`config.mk`:
```
export PLATFORM = sky130hd
export DESIGN_NAME = rv32i_mem_arbiter
export DESIGN_NICKNAME = d
export VERILOG_FILES = /design/src/rtl/rv32i_pkg.sv /design/src/rtl/rv32i_mem_arbiter.sv
export SDC_FILE = /design/constraint.sdc
export NUM_CORES = 1
export LEC_CHECK = 0
export ABC_CLOCK_PERIOD_IN_PS = 5600
export CAP_MARGIN = 10
export CORE_ASPECT_RATIO = 0.6
export CORE_MARGIN = 2
export CORE_UTILIZATION = 42
export CTS_CLUSTER_DIAMETER = 200
export CTS_CLUSTER_SIZE = 16
export DETAILED_ROUTE_END_ITERATION = 8
export GPL_TIMING_DRIVEN = 1
export PLACE_DENSITY = 0.86
export SYNTH_ARGS = -nofsm -noshare
export SYNTH_HDL_FRONTEND = slang
export SYNTH_SLANG_ARGS = --single-unit
```
`constraint.sdc`:
```
create_clock -name clk -period 5.6 [get_ports clk]
set_clock_uncertainty 0.15 [all_clocks]
set_input_delay 1.4 -clock clk [delete_from_list [all_inputs] [get_ports clk]]
set_output_delay 1.4 -clock clk [all_outputs]
set_load 0.01 [all_outputs]
```
`src/rtl/rv32i_pkg.sv`:
```
// Shared types for the RV32I memory arbiter: data width, FSM state encoding and transaction owner.
package rv32i_pkg;

  localparam int XLEN = 32;

  typedef enum logic [1:0] {
    IDLE = 2'd0,
    CMD  = 2'd1,
    WAIT = 2'd2,
    RESP = 2'd3
  } state_e;

  typedef enum logic {
    OWN_IF = 1'b0,
    OWN_LS = 1'b1
  } owner_e;

endpackage

```
`src/rtl/rv32i_mem_arbiter.sv`:
```
// Shares one synchronous memory port between fetch and load/store; gnt in IDLE/RESP, rvalid MEM_LAT+2 cycles later.
// One transaction in flight, so requesters simply hold their request until gnt; LS wins unless fetch is starved.
module rv32i_mem_arbiter
  import rv32i_pkg::*;
#(
  parameter int AW         = 10,
  parameter int MEM_LAT    = 1,
  parameter int STARVE_LIM = 4
) (
  input  logic            clk,
  input  logic            rst,
  input  logic            if_req,
  input  logic [XLEN-1:0] if_addr,
  output logic            if_gnt,
  output logic            if_rvalid,
  output logic [XLEN-1:0] if_rdata,
  input  logic            ls_req,
  input  logic            ls_we,
  input  logic [3:0]      ls_be,
  input  logic [XLEN-1:0] ls_addr,
  input  logic [XLEN-1:0] ls_wdata,
  output logic            ls_gnt,
  output logic            ls_rvalid,
  output logic [XLEN-1:0] ls_rdata,
  output logic            mem_en,
  output logic            mem_we,
  output logic [3:0]      mem_be,
  output logic [AW-1:0]   mem_addr,
  output logic [XLEN-1:0] mem_wdata,
  input  logic [XLEN-1:0] mem_rdata,
  output logic            busy
);

  localparam int LW = $clog2(MEM_LAT + 1);
  localparam int SW = (STARVE_LIM > 0) ? $clog2(STARVE_LIM + 1) : 1;
  localparam logic [LW-1:0] LAT_LOAD   = LW'(MEM_LAT);
  localparam logic [SW-1:0] STARVE_MAX = SW'(STARVE_LIM);

  state_e          state_q;
  owner_e          owner_q;
  logic            we_q;
  logic [3:0]      be_q;
  logic [AW-1:0]   addr_q;
  logic [XLEN-1:0] wdata_q;
  logic [LW-1:0]   lat_q;
  logic [SW-1:0]   starve_q, starve_d;
  logic            mem_en_q, if_rvalid_q, ls_rvalid_q;
  logic [XLEN-1:0] if_rdata_q, ls_rdata_q;

  logic arb_en, starved, if_win, ls_win;
  logic unused_addr_bits;

  // Gated by rst so no grant escapes while the block is held in reset.
  assign arb_en  = rst && ((state_q == IDLE) || (state_q == RESP));
  assign starved = (STARVE_LIM > 0) && (starve_q == STARVE_MAX);
  assign if_win  = arb_en && if_req && (!ls_req || starved);
  assign ls_win  = arb_en && ls_req && !if_win;

  always_comb begin
    starve_d = starve_q;
    if (!if_req || if_win) begin
      starve_d = '0;
    end else if (ls_win && (starve_q != STARVE_MAX)) begin
      starve_d = starve_q + 1'b1;
    end
  end

  always_ff @(posedge clk or negedge rst) begin
    if (!rst) begin
      state_q     <= IDLE;
      owner_q     <= OWN_IF;
      we_q        <= 1'b0;
      be_q        <= 4'h0;
      addr_q      <= '0;
      wdata_q     <= '0;
      lat_q       <= '0;
      starve_q    <= '0;
      mem_en_q    <= 1'b0;
      if_rvalid_q <= 1'b0;
      ls_rvalid_q <= 1'b0;
      if_rdata_q  <= '0;
      ls_rdata_q  <= '0;
    end else begin
      mem_en_q    <= 1'b0;
      if_rvalid_q <= 1'b0;
      ls_rvalid_q <= 1'b0;
      starve_q    <= starve_d;
      case (state_q)
        IDLE, RESP: begin
          if (if_win || ls_win) begin
            owner_q  <= if_win ? OWN_IF : OWN_LS;
            we_q     <= ls_win && ls_we;
            be_q     <= if_win ? 4'hF : ls_be;
            addr_q   <= if_win ? if_addr[AW+1:2] : ls_addr[AW+1:2];
            wdata_q  <= if_win ? '0 : ls_wdata;
            mem_en_q <= 1'b1;
            state_q  <= CMD;
          end else begin
            state_q <= IDLE;
          end
        end
        CMD: begin
          lat_q   <= LAT_LOAD;
          state_q <= WAIT;
        end
        WAIT: begin
          if (lat_q == LW'(1)) begin
            state_q <= RESP;
            if (owner_q == OWN_IF) begin
              if_rvalid_q <= 1'b1;
              if_rdata_q  <= mem_rdata;
            end else begin
              // Stores complete with rvalid but leave the load data register untouched.
              ls_rvalid_q <= 1'b1;
              if (!we_q) ls_rdata_q <= mem_rdata;
            end
          end else begin
            lat_q <= lat_q - 1'b1;
          end
        end
        default: state_q <= IDLE;
      endcase
    end
  end

  assign if_gnt    = if_win;
  assign ls_gnt    = ls_win;
  assign if_rvalid = if_rvalid_q;
  assign if_rdata  = if_rdata_q;
  assign ls_rvalid = ls_rvalid_q;
  assign ls_rdata  = ls_rdata_q;
  assign mem_en    = mem_en_q;
  assign mem_we    = we_q;
  assign mem_be    = be_q;
  assign mem_addr  = addr_q;
  assign mem_wdata = wdata_q;
  assign busy      = (state_q != IDLE);

  assign unused_addr_bits = ^{if_addr[XLEN-1:AW+2], if_addr[1:0], ls_addr[XLEN-1:AW+2], ls_addr[1:0]};

endmodule

```
==> run metrics, run 1 <==
result of the run finished clean; flip-flop and latch count after synthesis 121; Setup TNS 0 ns; hpwl dp 8.367 mm; first-pass GRT wire length 19.52 mm; total power 4.666 mW; Post CTS Setup Buffer Count 0; minimum period implied by the final worst setup slack 4.865 ns; post-synthesis async set-or-reset flop share 100.0%; endpoint required time on the critical path 4.05 ns; number of buffers added by the clock tree synthesis step 17; Fmax 0.2055 GHz; number of enable-type register cells in the synthesized netlist 0; routability congestion estimate from global placement 0.7942; count of standard-cell rows 29; class of the worst hold path flop to flop; gate count after technology mapping 326; yosys warns 0; setup repair after global routing missed its margin no; Antenna Cells 0; CTS clock-pin slew for the worst setup and hold paths 0.05 ns; final hold violation count 0; critical path arrival 3.32 ns; number of antenna-violating nets in the routed design 0; DRC violation count after routing 0; power density over the cells 622.2 nW/µm²; 1st-iter DRT viols 203; first-pass iteration count of the detailed router 4; crit-path max FO 15; Post-Syn Nets 467; Mean Syn Cell Area 14.43 µm²; synthesized cell area 4703 µm²; All-Layer GR Usage 20.77%; max capacitance violation total 0; maximum resistive drop on vdd 0.3153 mV; IO Count 254; area inside the core boundary 10740 µm²; die height 85.97 µm; area leader, netlist sky130_fd_sc_hd__dfrtp_1; standby leakage power 3.236 nW; vias in the first global route 3781; remaining max-slew budget at the tightest pin 42.53%; count of nets after finishing 681; clock latency of the later-clocked register in the worst-skew pair 0.39 ns; drt via density 5.058; Initial Utilization 43.79%; cts-stage hold buffer count 0; Root Buffer Master sky130_fd_sc_hd__clkbuf_16; number of gates resized after CTS 0; pin count of the biggest net entering global routing 71; overflow left after global routing 0; Post-synth top flop sky130_fd_sc_hd__dfrtp_1; most area-consuming cells after synthesis sky130_fd_sc_hd__dfrtp_1, sky130_fd_sc_hd__mux2_2, sky130_fd_sc_hd__a22o_1; Place WS 0.7871 ns; library cells used by synthesis 33; element type at the critical path end output port; sequential share of the synthesized area 64.38%; number of input and output port buffers inserted 209; wire length after detailed routing 12.13 mm; antenna violations before repair 0; worst setup margin 0.7347 ns; Area Overhead vs Synth 59.43%; max-slew violations 0; sinks on the clock net 121; number of setup violations in the final report 0; final routed wire length divided by cell count 17.53 µm; category of the worst setup path launch point primary input; H-tree depth 4; period utilization 86.88%; CTS tree yes; share of final-layout standard cells stronger than drive strength 1 19.35%; total vias in the final route 3500; horizontal die dimension 140.6 µm; die area 12090 µm²; Least-Margin Pin Slew 0.8621 ns; clock buffer depth 2; area share of the largest cell type after synthesis 64.38%; WS Path Type primary input to output port
==> cells in the mapped netlist, drive strengths merged, types with 2 or more instances <==
cell type    n
o22a         4
inv         21
nand2        4
or3          2
nand3        2
dfrtp      121
buf         13
a21oi        4
ha           4
o311ai      10
mux2        64
nand2b       3
and3         2
o21ai       14
clkbuf       6
nor2         2
a22o        33
nand4       10
==> kinds of logic (layout without fill, tap and decap cells) <==
kind of cell             count (synthesis)  after routing  share of synthesized area, %
buffers and inverters                   40            267                         4.203
multiplexers                            64             64                         15.32
AND/OR/NAND/NOR                         30             30                         3.911
AO/OA/AOI/OAI                           67             67                         11.12
adder cells (fa/ha/maj)                  4              4                         1.064
flip-flops                             121            121                         64.38
==> path summary, 6_finish.rpt <==
| check | start | endpoint | slack, ns | depth (start not counted) |
|---|---|---|---|---|
| hold reg to reg | owner_q$_DFFE_PN0P_ | owner_q$_DFFE_PN0P_ | 0.34 | 1 |
| max in group asynchronous | rst | if_rdata[18]$_DFFE_PN0P_ | 2.98 | 3 |
| setup reg to reg | state_q[0]$_DFFE_PN0P_ | mem_wdata[11]$_DFFE_PN0P_ | 2.99 | 7 |
| min in group asynchronous | rst | mem_wdata[12]$_DFFE_PN0P_ | 1.09 | 2 |
| setup / recovery | if_req | ls_gnt | 0.73 | 5 |
| hold / removal | owner_q$_DFFE_PN0P_ | owner_q$_DFFE_PN0P_ | 0.34 | 1 |
==> worst max-delay path, stage by stage <==
cell	delay [ns]
sky130_fd_sc_hd__clkdlybuf4s50_1	0.71
sky130_fd_sc_hd__nand3_1	0.22
sky130_fd_sc_hd__nand3_1	0.26
sky130_fd_sc_hd__inv_2	0.13
sky130_fd_sc_hd__clkdlybuf4s50_1	0.59
==> report_power, final <==
part / switching, mW / total [mW] / leakage (nW) / internal, mW
combinational: 0.811 / 2.03 / 1.48 / 1.22
clock: 0.390 / 1.09 / 0.295 / 0.703
sequential: 0.231 / 1.55 / 1.46 / 1.32
==> final cells by class <==
class                           count  area (µm²)
Tap cell                          139       173.9
Sequential cell                   121        3028
Clock inverter                     14       173.9
Fill cell                         740        3242
Clock buffer                       18       429.2
Inverter                           21       78.83
Timing Repair Buffer              214        2127
Multi-Input combinational cell    165        1488
==> per-stage QoR <==
step	instances	area (µm²)	hold WS (ns)	utilization, %
after floorplan	326	4703	0.3055	-
after global placement	660	6895	0.3169	64.20
after detailed placement	660	6895	0.3305	64.20
after CTS	692	7498	0.3432	69.82
after global routing	692	7498	0.3591	69.82
final	692	7498	0.3400	69.82
==> metal layers <==
layer  GRT usage, %  vias up  part of all wire (%)
li1               -     1620                     -
met1          27.57     1737                    46
met2          32.68      133                    46
met3          6.756       10                   6.9
met4          7.000        0                   1.1
met5              0        -                     0
==> sequential cells by signal, summed over array words and instances (netlist names) <==
| name | count |
|---|---|
| if_rdata | 32 |
| ls_rdata | 32 |
| mem_wdata | 32 |
| mem_addr | 10 |
| mem_be | 4 |
| starve_q | 3 |
| state_q | 2 |
| if_rvalid | 1 |
| lat_q | 1 |
| ls_rvalid | 1 |
| mem_en | 1 |
| mem_we | 1 |
| owner_q | 1 |
==> cell usage in the layout, fill, tap and decap left out, drive strengths merged <==
cell / n
nand2: 4
mux2: 64
clkbuf: 18
nor2b: 1
buf: 6
nand4: 10
o311ai: 10
nor4bb: 1
and3: 2
nand3b: 1
ha: 4
a22o: 33
nor3b: 1
a21oi: 4
bufinv: 3
dfrtp: 121
o22a: 4
inv: 23
a21o: 1
or3: 2
nand3: 2
nand2b: 3
clkinvlp: 1
or2: 1
a21bo: 1
nor2: 2
clkinv: 8
o21ai: 14
clkdlybuf4s50: 208
(Power assumes the default switching activity.)
==> run 2, diff against run 1 <==
==> config.mk (replaced) <==
export PLATFORM = sky130hd
export DESIGN_NAME = rv32i_mem_arbiter
export DESIGN_NICKNAME = d
export VERILOG_FILES = /design/src/rtl/rv32i_pkg.sv /design/src/rtl/rv32i_mem_arbiter.sv
export SDC_FILE = /design/constraint.sdc
export NUM_CORES = 1
export LEC_CHECK = 0
export ABC_CLOCK_PERIOD_IN_PS = 4300
export CORE_ASPECT_RATIO = 0.6
export CORE_MARGIN = 2
export CORE_UTILIZATION = 35
export CTS_CLUSTER_DIAMETER = 200
export CTS_CLUSTER_SIZE = 16
export DETAILED_ROUTE_END_ITERATION = 8
export GPL_TIMING_DRIVEN = 1
export PLACE_DENSITY = 0.76
export SYNTH_ARGS = -nofsm -noshare
export SYNTH_HDL_FRONTEND = slang
export SYNTH_SLANG_ARGS = --single-unit
==> constraint.sdc (replaced) <==
create_clock -name clk -period 4.3 [get_ports clk]
set_clock_uncertainty 0.15 [all_clocks]
set_input_delay 1.075 -clock clk [delete_from_list [all_inputs] [get_ports clk]]
set_output_delay 1.075 -clock clk [all_outputs]
set_load 0.01 [all_outputs]
==> run 2 against run 1 <==
Compared with the run above:
- setup slack worse by 0.39 ns
- register-to-register slack got worse by 1.1 ns
- via count unchanged
- hold slack lost 0.0060 ns
- first-iteration DRC count down 19%
- cell area up 1.4%
- core utilization fell by 11 points
- non-clock buffer count rose by 4
- sequential power increased by 30%
- global-route usage is 2.8 points lower
- die area grew 19%
- critical path type unchanged
- highest routed layer unchanged
==> run metrics, run 2 (synthesized netlist as in run 1, its figures left out) <==
result of the run finished clean; reg-to-reg startpoint state_q[0]$_DFFE_PN0P_; DR WL met3 978 µm (+16%); period utilization 91.95%; Area Overhead vs Synth 61.59%; number of antenna-violating nets in the routed design 0 (unchanged); total power 6.164 mW (+32%); Initial Utilization 36.26% (-7.5 points); horizontal die dimension 153.7 µm (+9.3%); max capacitance violation total 0 (unchanged); area inside the core boundary 12970 µm² (+21%); power density over the cells 811.0 nW/µm² (+30%); H-tree depth 4 (unchanged); top library cells by usage in the layout, fill and taps aside sky130_fd_sc_hd__clkdlybuf4s50_1, sky130_fd_sc_hd__dfrtp_1, sky130_fd_sc_hd__mux2_2, sky130_fd_sc_hd__a22o_1, sky130_fd_sc_hd__inv_1; number of input and output port buffers inserted 209 (unchanged); clock latency of the later-clocked register in the worst-skew pair 0.40 ns (about the same); routability congestion estimate from global placement 0.7632 (-3.9%); detailed-routing wirelength on met1 5.876 mm (+5.6%); 1st-iter DRT viols 165 (-19%); first-pass iteration count of the detailed router 4 (unchanged); total vias in the final route 3500 (unchanged); number of gates resized after CTS 0 (unchanged); final hold violation count 0 (unchanged); first-pass GRT wire length 20.07 mm (+2.8%); WS Path Type primary input to output port; end point of the critical path if_gnt; endpoint required time on the critical path 3.07 ns (-0.98 ns); Critical path origin ls_req; Antenna Cells 0 (unchanged); CTS clock-pin slew for the worst setup and hold paths 0.05 ns (about the same); FF-to-FF setup slack 1.90 ns (-1.09 ns); setup repair after global routing missed its margin no; startpoint of the most critical hold path owner_q$_DFFE_PN0P_; post-layout utilization of the core 58.58% (-11 points); max-slew violations 0 (unchanged); cts-stage hold buffer count 0 (unchanged); clock buffer depth 2 (unchanged); count of standard-cell rows 32 (+10%); die height 93.79 µm (+9.1%); All-Layer GR Usage 17.94% (-2.8 points); Fmax 0.2529 GHz; wire length after detailed routing 12.45 mm (+2.6%); category of the worst setup path launch point primary input; number of setup violations in the final report 0 (unchanged); Least-Margin Pin Slew 0.9307 ns (+0.06864 ns); maximum resistive drop on vdd 0.3669 mV (+16%); share of final-layout standard cells stronger than drive strength 1 20.11% (+0.76 points); hpwl dp 9.029 mm (+7.9%); Root Buffer Master sky130_fd_sc_hd__clkbuf_16; DRC violation count after routing 0 (unchanged); drt via density 4.814 (-4.8%); most common library cell in the layout ignoring fill and taps sky130_fd_sc_hd__clkdlybuf4s50_1; Post CTS Setup Buffer Count 0 (unchanged); count of nets after finishing 685 (+0.59%); die area 14410 µm² (+19%); antenna violations before repair 0 (unchanged); number of buffers added by the clock tree synthesis step 17 (unchanged); critical path arrival 2.73 ns (-0.59 ns); pin count of the biggest net entering global routing 75 (+5.6%); element type at the critical path end output port; remaining max-slew budget at the tightest pin 37.95% (-4.6 points); final routed wire length divided by cell count 17.12 µm (-2.4%); CTS tree yes; overflow left after global routing 0 (unchanged); sinks on the clock net 121 (unchanged); uppermost routed layer met4; IO Count 254 (unchanged); number of cells on the worst reg-to-reg path 7 (unchanged); minimum period implied by the final worst setup slack 3.954 ns; Setup TNS 0 ns (unchanged); standby leakage power 3.264 nW (+0.86%); vias in the first global route 3791 (+0.26%); Reg2Reg Capture Point mem_wdata[3]$_DFFE_PN0P_; class of the worst hold path flop to flop; routed length on met2 5.464 mm (-2.3%); crit-path max FO 13 (-2)
[run 2: stage by stage]
stage	cells	hold slack (ns)	instance area, µm²	worst slack [ns]
final	727	0.3340	7600	0.3462
after floorplan	326	0.3055	4703	1.339
after CTS	727	0.3350	7600	0.3487
after global routing	727	0.3659	7600	0.2223
after detailed placement	695	0.3232	6964	0.3487
after global placement	695	0.3213	6964	0.3943
[run 2: metal layers]
layer	global-route usage, %	vias to the layer above
li1	-	1625
met1	24.09	1736
met2	27.15	129
met3	7.149	10
met4	4.817	0
met5	0	-
[run 2: worst min path at each step]
stage	endpoint	slack (ns)	cells after the start
floorplan	owner_q$_DFFE_PN0P_	0.31	1
global placement	owner_q$_DFFE_PN0P_	0.32	1
detailed placement	owner_q$_DFFE_PN0P_	0.32	1
CTS	owner_q$_DFFE_PN0P_	0.34	1
global route	owner_q$_DFFE_PN0P_	0.37	1
finish	owner_q$_DFFE_PN0P_	0.33	1
[run 2: worst max-delay path, cell delays in order]
cell	delay [ns]
sky130_fd_sc_hd__clkdlybuf4s50_1	0.42
sky130_fd_sc_hd__a21bo_2	0.34
sky130_fd_sc_hd__and3_4	0.33
sky130_fd_sc_hd__clkdlybuf4s50_1	0.56
[run 2: area by class of cell]
type | instances | area (µm²)
Tap cell | 170 | 212.7
Timing Repair Buffer | 218 | 2157
Fill cell | 1049 | 5373
Multi-Input combinational cell | 165 | 1488
Inverter | 21 | 78.83
Clock buffer | 18 | 439.2
Clock inverter | 14 | 196.4
Sequential cell | 121 | 3028
[run 2: power breakdown]
group          switching, mW  internal, mW  total [mW]
registers              0.304          1.71        2.02
logic                   1.06          1.59        2.65
clock network          0.512         0.989        1.50
